===== config.mk =====
export PLATFORM = sky130hd
export DESIGN_NAME = multicycle_main_fsm
export DESIGN_NICKNAME = d
export VERILOG_FILES = /design/src/rtl/multicycle_main_fsm.sv
export SDC_FILE = /design/constraint.sdc
export NUM_CORES = 1
export LEC_CHECK = 0
export ABC_AREA = 1
export BUFFER_PORTS_ARGS = -buffer_cell sky130_fd_sc_hd__buf_2
export CAP_MARGIN = 30
export CORE_AREA = 5 5 42 44
export DETAILED_ROUTE_END_ITERATION = 16
export DIE_AREA = 0 0 47 49
export GPL_ROUTABILITY_DRIVEN = 0
export GPL_TIMING_DRIVEN = 1
export PLACE_DENSITY = 0.55
export SLEW_MARGIN = 10
export SYNTH_ARGS = -nofsm -noshare
export SYNTH_HDL_FRONTEND = slang
export SYNTH_SLANG_ARGS = --single-unit

===== constraint.sdc =====
create_clock -name clk -period 1.3 [get_ports clk]
set_input_delay 0.26 -clock clk [delete_from_list [all_inputs] [get_ports clk]]
set_output_delay 0.26 -clock clk [all_outputs]
set_load 0.01 [all_outputs]

===== src/rtl/multicycle_main_fsm.sv =====
// Main sequencer for the multicycle ARM datapath.
// Steps each instruction through FETCH/DECODE/EXECUTE/MEM/WB and drives the datapath
// mux selects plus raw (ungated) write strobes; condition gating happens downstream.
// Optional feature: define MULTICYCLE_FSM_WAIT_EN to make FETCH/MEMREAD/MEMWRITE wait on
// mem_ready, with a watchdog that aborts an access after MAX_WAIT stalled cycles.
module multicycle_main_fsm #(
    parameter int unsigned MAX_WAIT = 15
) (
    input  logic       clk,
    input  logic       reset,
    input  logic [1:0] op,
    input  logic [5:0] funct,
    input  logic       mem_ready,
    output logic       ir_write,
    output logic       next_pc,
    output logic       branch,
    output logic       reg_w,
    output logic       mem_w,
    output logic       alu_op,
    output logic       adr_src,
    output logic       alu_src_a,
    output logic [1:0] alu_src_b,
    output logic [1:0] result_src,
    output logic       undef,
    output logic       bus_err,
    output logic [3:0] state
);

    // State codes are visible on the debug port, so they are fixed values.
    localparam logic [3:0] StFetch    = 4'd0;
    localparam logic [3:0] StDecode   = 4'd1;
    localparam logic [3:0] StMemAdr   = 4'd2;
    localparam logic [3:0] StMemRead  = 4'd3;
    localparam logic [3:0] StMemWb    = 4'd4;
    localparam logic [3:0] StMemWrite = 4'd5;
    localparam logic [3:0] StExecR    = 4'd6;
    localparam logic [3:0] StExecI    = 4'd7;
    localparam logic [3:0] StAluWb    = 4'd8;
    localparam logic [3:0] StBranch   = 4'd9;

    localparam logic [1:0] OpDataProc = 2'b00;
    localparam logic [1:0] OpMemory   = 2'b01;
    localparam logic [1:0] OpBranch   = 2'b10;

    localparam logic [1:0] SrcBReg   = 2'b00;
    localparam logic [1:0] SrcBImm   = 2'b01;
    localparam logic [1:0] SrcBFour  = 2'b10;
    localparam logic [1:0] ResAluOut = 2'b00;
    localparam logic [1:0] ResRdData = 2'b01;
    localparam logic [1:0] ResAluDir = 2'b10;

    // Reject out-of-range watchdog limits at elaboration time.
    if (MAX_WAIT < 1 || MAX_WAIT > 255) begin : g_bad_max_wait
        $error("multicycle_main_fsm: MAX_WAIT must be in 1..255");
    end

    logic [3:0] state_q, state_d;
    logic       undef_raw;
    logic       advance;   // current wait state may move on this cycle
    logic       timeout;   // current access is aborted this cycle

    // Only the I and L bits of funct matter to the sequencer.
    logic unused_funct;
    assign unused_funct = ^funct[4:1];

`ifdef MULTICYCLE_FSM_WAIT_EN
    localparam logic [7:0] WaitLimit = 8'(MAX_WAIT - 1);

    logic [7:0] wait_cnt_q, wait_cnt_d;
    logic       in_wait;

    // Classify the current state for the memory handshake and watchdog.
    always_comb begin
        in_wait = (state_q == StFetch) || (state_q == StMemRead) || (state_q == StMemWrite);
        advance = !in_wait || mem_ready;
        // Completion in the expiry cycle wins because timeout requires mem_ready=0.
        timeout = in_wait && !mem_ready && (wait_cnt_q == WaitLimit);
    end

    // Count consecutive stalled cycles of one access; any progress or abort clears it.
    always_comb begin
        wait_cnt_d = 8'd0;
        if (in_wait && !mem_ready && !timeout && (state_d == state_q)) begin
            wait_cnt_d = wait_cnt_q + 8'd1;
        end
    end

    // Wait counter register.
    always_ff @(posedge clk) begin
        if (reset) begin
            wait_cnt_q <= 8'd0;
        end else begin
            wait_cnt_q <= wait_cnt_d;
        end
    end
`else
    // Without wait states every state lasts one cycle and mem_ready is ignored.
    logic unused_mem_ready;
    assign unused_mem_ready = mem_ready;
    assign advance          = 1'b1;
    assign timeout          = 1'b0;
`endif

    // Next-state sequencing, including the undefined-op detect in DECODE.
    always_comb begin
        state_d   = state_q;
        undef_raw = 1'b0;
        case (state_q)
            StFetch: begin
                if (timeout) begin
                    state_d = StFetch;
                end else if (advance) begin
                    state_d = StDecode;
                end
            end
            StDecode: begin
                case (op)
                    OpDataProc: state_d = funct[5] ? StExecI : StExecR;
                    OpMemory:   state_d = StMemAdr;
                    OpBranch:   state_d = StBranch;
                    default: begin
                        state_d   = StFetch;
                        undef_raw = 1'b1;
                    end
                endcase
            end
            StMemAdr:   state_d = funct[0] ? StMemRead : StMemWrite;
            StMemRead: begin
                if (timeout) begin
                    state_d = StFetch;
                end else if (advance) begin
                    state_d = StMemWb;
                end
            end
            StMemWb:    state_d = StFetch;
            StMemWrite: begin
                if (timeout || advance) begin
                    state_d = StFetch;
                end
            end
            StExecR:    state_d = StAluWb;
            StExecI:    state_d = StAluWb;
            StAluWb:    state_d = StFetch;
            StBranch:   state_d = StFetch;
            default:    state_d = StFetch;  // codes 10-15 recover to FETCH
        endcase
    end

    // State register with synchronous reset.
    always_ff @(posedge clk) begin
        if (reset) begin
            state_q <= StFetch;
        end else begin
            state_q <= state_d;
        end
    end

    // Moore decode of selects and strobes; strobes are masked while reset is held.
    always_comb begin
        ir_write   = 1'b0;
        next_pc    = 1'b0;
        branch     = 1'b0;
        reg_w      = 1'b0;
        mem_w      = 1'b0;
        alu_op     = 1'b0;
        adr_src    = 1'b0;
        alu_src_a  = 1'b0;
        alu_src_b  = SrcBReg;
        result_src = ResAluOut;
        case (state_q)
            StFetch: begin
                // An aborted fetch never reaches here with advance=1.
                ir_write   = advance;
                next_pc    = advance;
                alu_src_a  = 1'b1;
                alu_src_b  = SrcBFour;
                result_src = ResAluDir;
            end
            StDecode: begin
                alu_src_a  = 1'b1;
                alu_src_b  = SrcBFour;
                result_src = ResAluDir;
            end
            StMemAdr: begin
                alu_src_b = SrcBImm;
            end
            StMemRead: begin
                adr_src = 1'b1;
            end
            StMemWb: begin
                result_src = ResRdData;
                reg_w      = 1'b1;
            end
            StMemWrite: begin
                adr_src = 1'b1;
                mem_w   = 1'b1;  // held for the whole residency as the write request
            end
            StExecR: begin
                alu_op = 1'b1;
            end
            StExecI: begin
                alu_src_b = SrcBImm;
                alu_op    = 1'b1;
            end
            StAluWb: begin
                reg_w = 1'b1;
            end
            StBranch: begin
                alu_src_b  = SrcBImm;
                result_src = ResAluDir;
                branch     = 1'b1;
            end
            default: ;
        endcase
        if (reset) begin
            ir_write = 1'b0;
            next_pc  = 1'b0;
            branch   = 1'b0;
            reg_w    = 1'b0;
            mem_w    = 1'b0;
        end
    end

    assign undef   = undef_raw && !reset;
    assign bus_err = timeout && !reset;
    assign state   = state_q;

endmodule

==> results by group <==
Synthesis
  • Post-Syn Area: between 300 and 400 um^2
  • Syn_area_per_cell: about 6.1 um^2
  • Post-Syn Instances: 57
  • Mapped Nets: 68
  • Synth warn: 0
  • Post-synthesis sequential area ratio: around 23%
  • Yosys cell types: 21
  • Synth Register Bits: 4

Final layout
  • Layout Nets: 104
  • Area Growth Syn to Fin: 97.8%
  • Diodes inserted: 0
  • Share of cells above drive strength 1: between 70 and 80%
  • Max FFs per register: 4

Power and ir drop
  • Peak supply drop: ~430 uV
  • Pwr per Cell Area: between 700 and 800 nW/um^2
  • Total power: roughly 0.00055 W
  • Static Leak: 0.343 nW

Critical path
  • Critical path startpoint category: flip-flop
  • Family with the most delay on the worst path: flip-flops
  • WS Path Type: flip-flop to output port
  • Worst reg2reg startpoint: state[3]
  • CP arrival: about 1100 ps
  • CP Cell Sequence: buf_6 -> nor4_4 -> buf_2
  • Worst stage delay on the critical path: approximately 360 ps
  • Buf+Inv Stages, Crit Path: 2
  • Crit path required time: around 1000 ps
  • Crit end category: output port
  • Max Fanout on Critical Path: 4
  • CP max stage cell: dfxtp_4
  • Setup crit start: state[0]

Placed design
  • Dpl hpwl: 843 um
  • IO Port Bufs: 22
  • Dpl ws: about 53 ps

Timing
  • Final WS setup: -105 ps
  • Crit path time final: between 1000 and 1500 ps
  • Fin. max-slew vios: 0
  • Setup TNS: -869 ps
  • Final Hold Vio Count: 0
  • Fmax: about 0.71 GHz
  • Worst Skew: between 1 and 1.5 ps
  • Worst Hold Slack: about 310 ps
  • Final Cycle Share: 108%
  • Setup violators final: 12
  • RSZ-0062 raised after global routing: yes

Floorplan
  • Core area: around 1400 um^2
  • Die area: between 2000 and 2500 um^2
  • Boundary Pins: 29
  • Cell Rows: 14
  • Chip height: ~49 um
  • Initial Util: 24.9%
  • Die X: roughly 47 um

Clock tree
  • Max clock buf depth: 2
  • H-tree Lvls: 1
  • TritonCTS Buffers: 3
  • Clock Latency Late Sink: roughly 240 ps
  • CTS tree: built
  • Total clock sinks: 4
  • Root Driver: clkbuf_4
  • Clock Pin Slew Worst Setup and Hold Paths: approximately 40 ps

Drt
  • Post-Route WL: around 1200 um
  • Via/cell ratio: about 4.6
  • WL/cell: approximately 11 um
  • Initial DRC count: 2
  • DRT antenna net count: 0
  • Drt drc: 0
  • Drt first pass iters: 4
  • Routed vias: around 490

Global routing
  • Antenna violations before repair: 0
  • GRT Resource Usage Total: 10.3%
  • First-pass GRT wire length: ~1800 um
  • Gr ovfl total: 0
  • Number of global-route vias before repair: ~430
  • Pin count of the biggest net entering global routing: 10

Min path
  • Hold wc startpoint: op[0]
  • Hold/Removal Path Class: input pin to flip-flop

Run status
  • Failing checks: setup timing
  • Outcome: finished with violations

Run
  • Max-Cap Viols: 0
placed cells by master (no fill, tap or decap), types with 2 or more instances in the layout:
master | Yosys | final
inv_1 | 7 | 3
buf_2 | 0 | 21
buf_6 | 1 | 5
a21oi_1 | 3 | 3
nor2_4 | 1 | 4
clkbuf_4 | 0 | 3
nand3_1 | 3 | 3
nand2_1 | 9 | 5
buf_4 | 3 | 10
dfxtp_4 | 0 | 3
nor2_2 | 1 | 2
inv_2 | 1 | 2
nand2_2 | 1 | 4
o21ai_1 | 0 | 2
nor2_1 | 11 | 7
nand4_1 | 2 | 2
cells in the mapped netlist:
library cell / instances / area, um^2
nor2_1: 11 / 41.3
nand2_1: 9 / 33.8
inv_1: 7 / 26.3
dfxtp_1: 4 / 80.1
a21oi_1: 3 / 15.0
buf_4: 3 / 22.5
nand3_1: 3 / 15.0
nand4_1: 2 / 12.5
nor4_1: 2 / 12.5
o21ai_0: 2 / 10.0
a21oi_2: 1 / 8.76
buf_6: 1 / 11.3
clkbuf_1: 1 / 3.75
conb_1: 1 / 3.75
inv_2: 1 / 3.75
nand2_2: 1 / 6.26
nor2_2: 1 / 6.26
nor2_4: 1 / 11.3
nor3_2: 1 / 10.0
o211ai_1: 1 / 7.51
o31ai_1: 1 / 7.51
routing by layer:
layer / part of all wire [%] / GRT usage (%) / wire length, um / up-vias
met5: 0 / 0 / 0 / -
met4: 2.1 / 6.91 / 25 / 0
met3: 9.7 / 2.95 / 114 / 3
met2: 50 / 14.3 / 582 / 20
met1: 38 / 13.4 / 450 / 214
li1: - / - / - / 252
cell type report:
cell class / instances / area [um^2]
clock buffers: 3 / 22.5
multi-input cells: 40 / 277
fillers: 146 / 711
repair buffers: 36 / 236
well taps: 16 / 20.0
inverters: 8 / 42.5
flip-flops and latches: 4 / 92.6
report_power, final:
| group | switching [W] | internal (W) | total (W) |
|---|---|---|---|
| Combinational | 0.000125 | 0.000122 | 0.000246 |
| Clock | 0.0000531 | 0.000103 | 0.000156 |
| Sequential | 0.0000157 | 0.000131 | 0.000146 |
| Total | 0.000193 | 0.000356 | 0.000549 |
what timing repair did:
action | 4_1_cts | 5_1_grt
setup buffers | 2 | 5
gates resized for setup | 13 | 26
hold buffers | 0 | 0
cloned | 0 | 0
setup endpoints to repair | 13 | 13
pin swaps | 2 | 8
per-stage QoR:
stage	utilization [%]	cell area, um^2	cells
global placement	36.3	509	97
finish	49.3	691	107
detailed placement	36.3	509	97
floorplan	-	364	57
CTS	41.6	583	102
global route	49.3	691	107
path summary, 6_finish.rpt:
check / to / slack, ps / depth (start not counted)
max reg2reg: state[2] / 240 / 7
min reg2reg: state[3] / 630 / 3
min: state[0] / 310 / 4
max: ir_write / -100 / 3
worst min-delay path, stage by stage:
cell	delay, ps
buf_2	100
nor2_1	40
nand2_1	60
a21oi_1	50
cell families (layout without fill, tap and decap cells):
logic type / Yosys count / after routing / synth area share (%)
simple gates: 31 / 31 / 42.7
buf+inv: 13 / 47 / 19.4
compound gates: 8 / 8 / 14.0
flops: 4 / 4 / 22.9
other cells: 1 / 1 / 1.07
(Power assumes the default switching activity.)
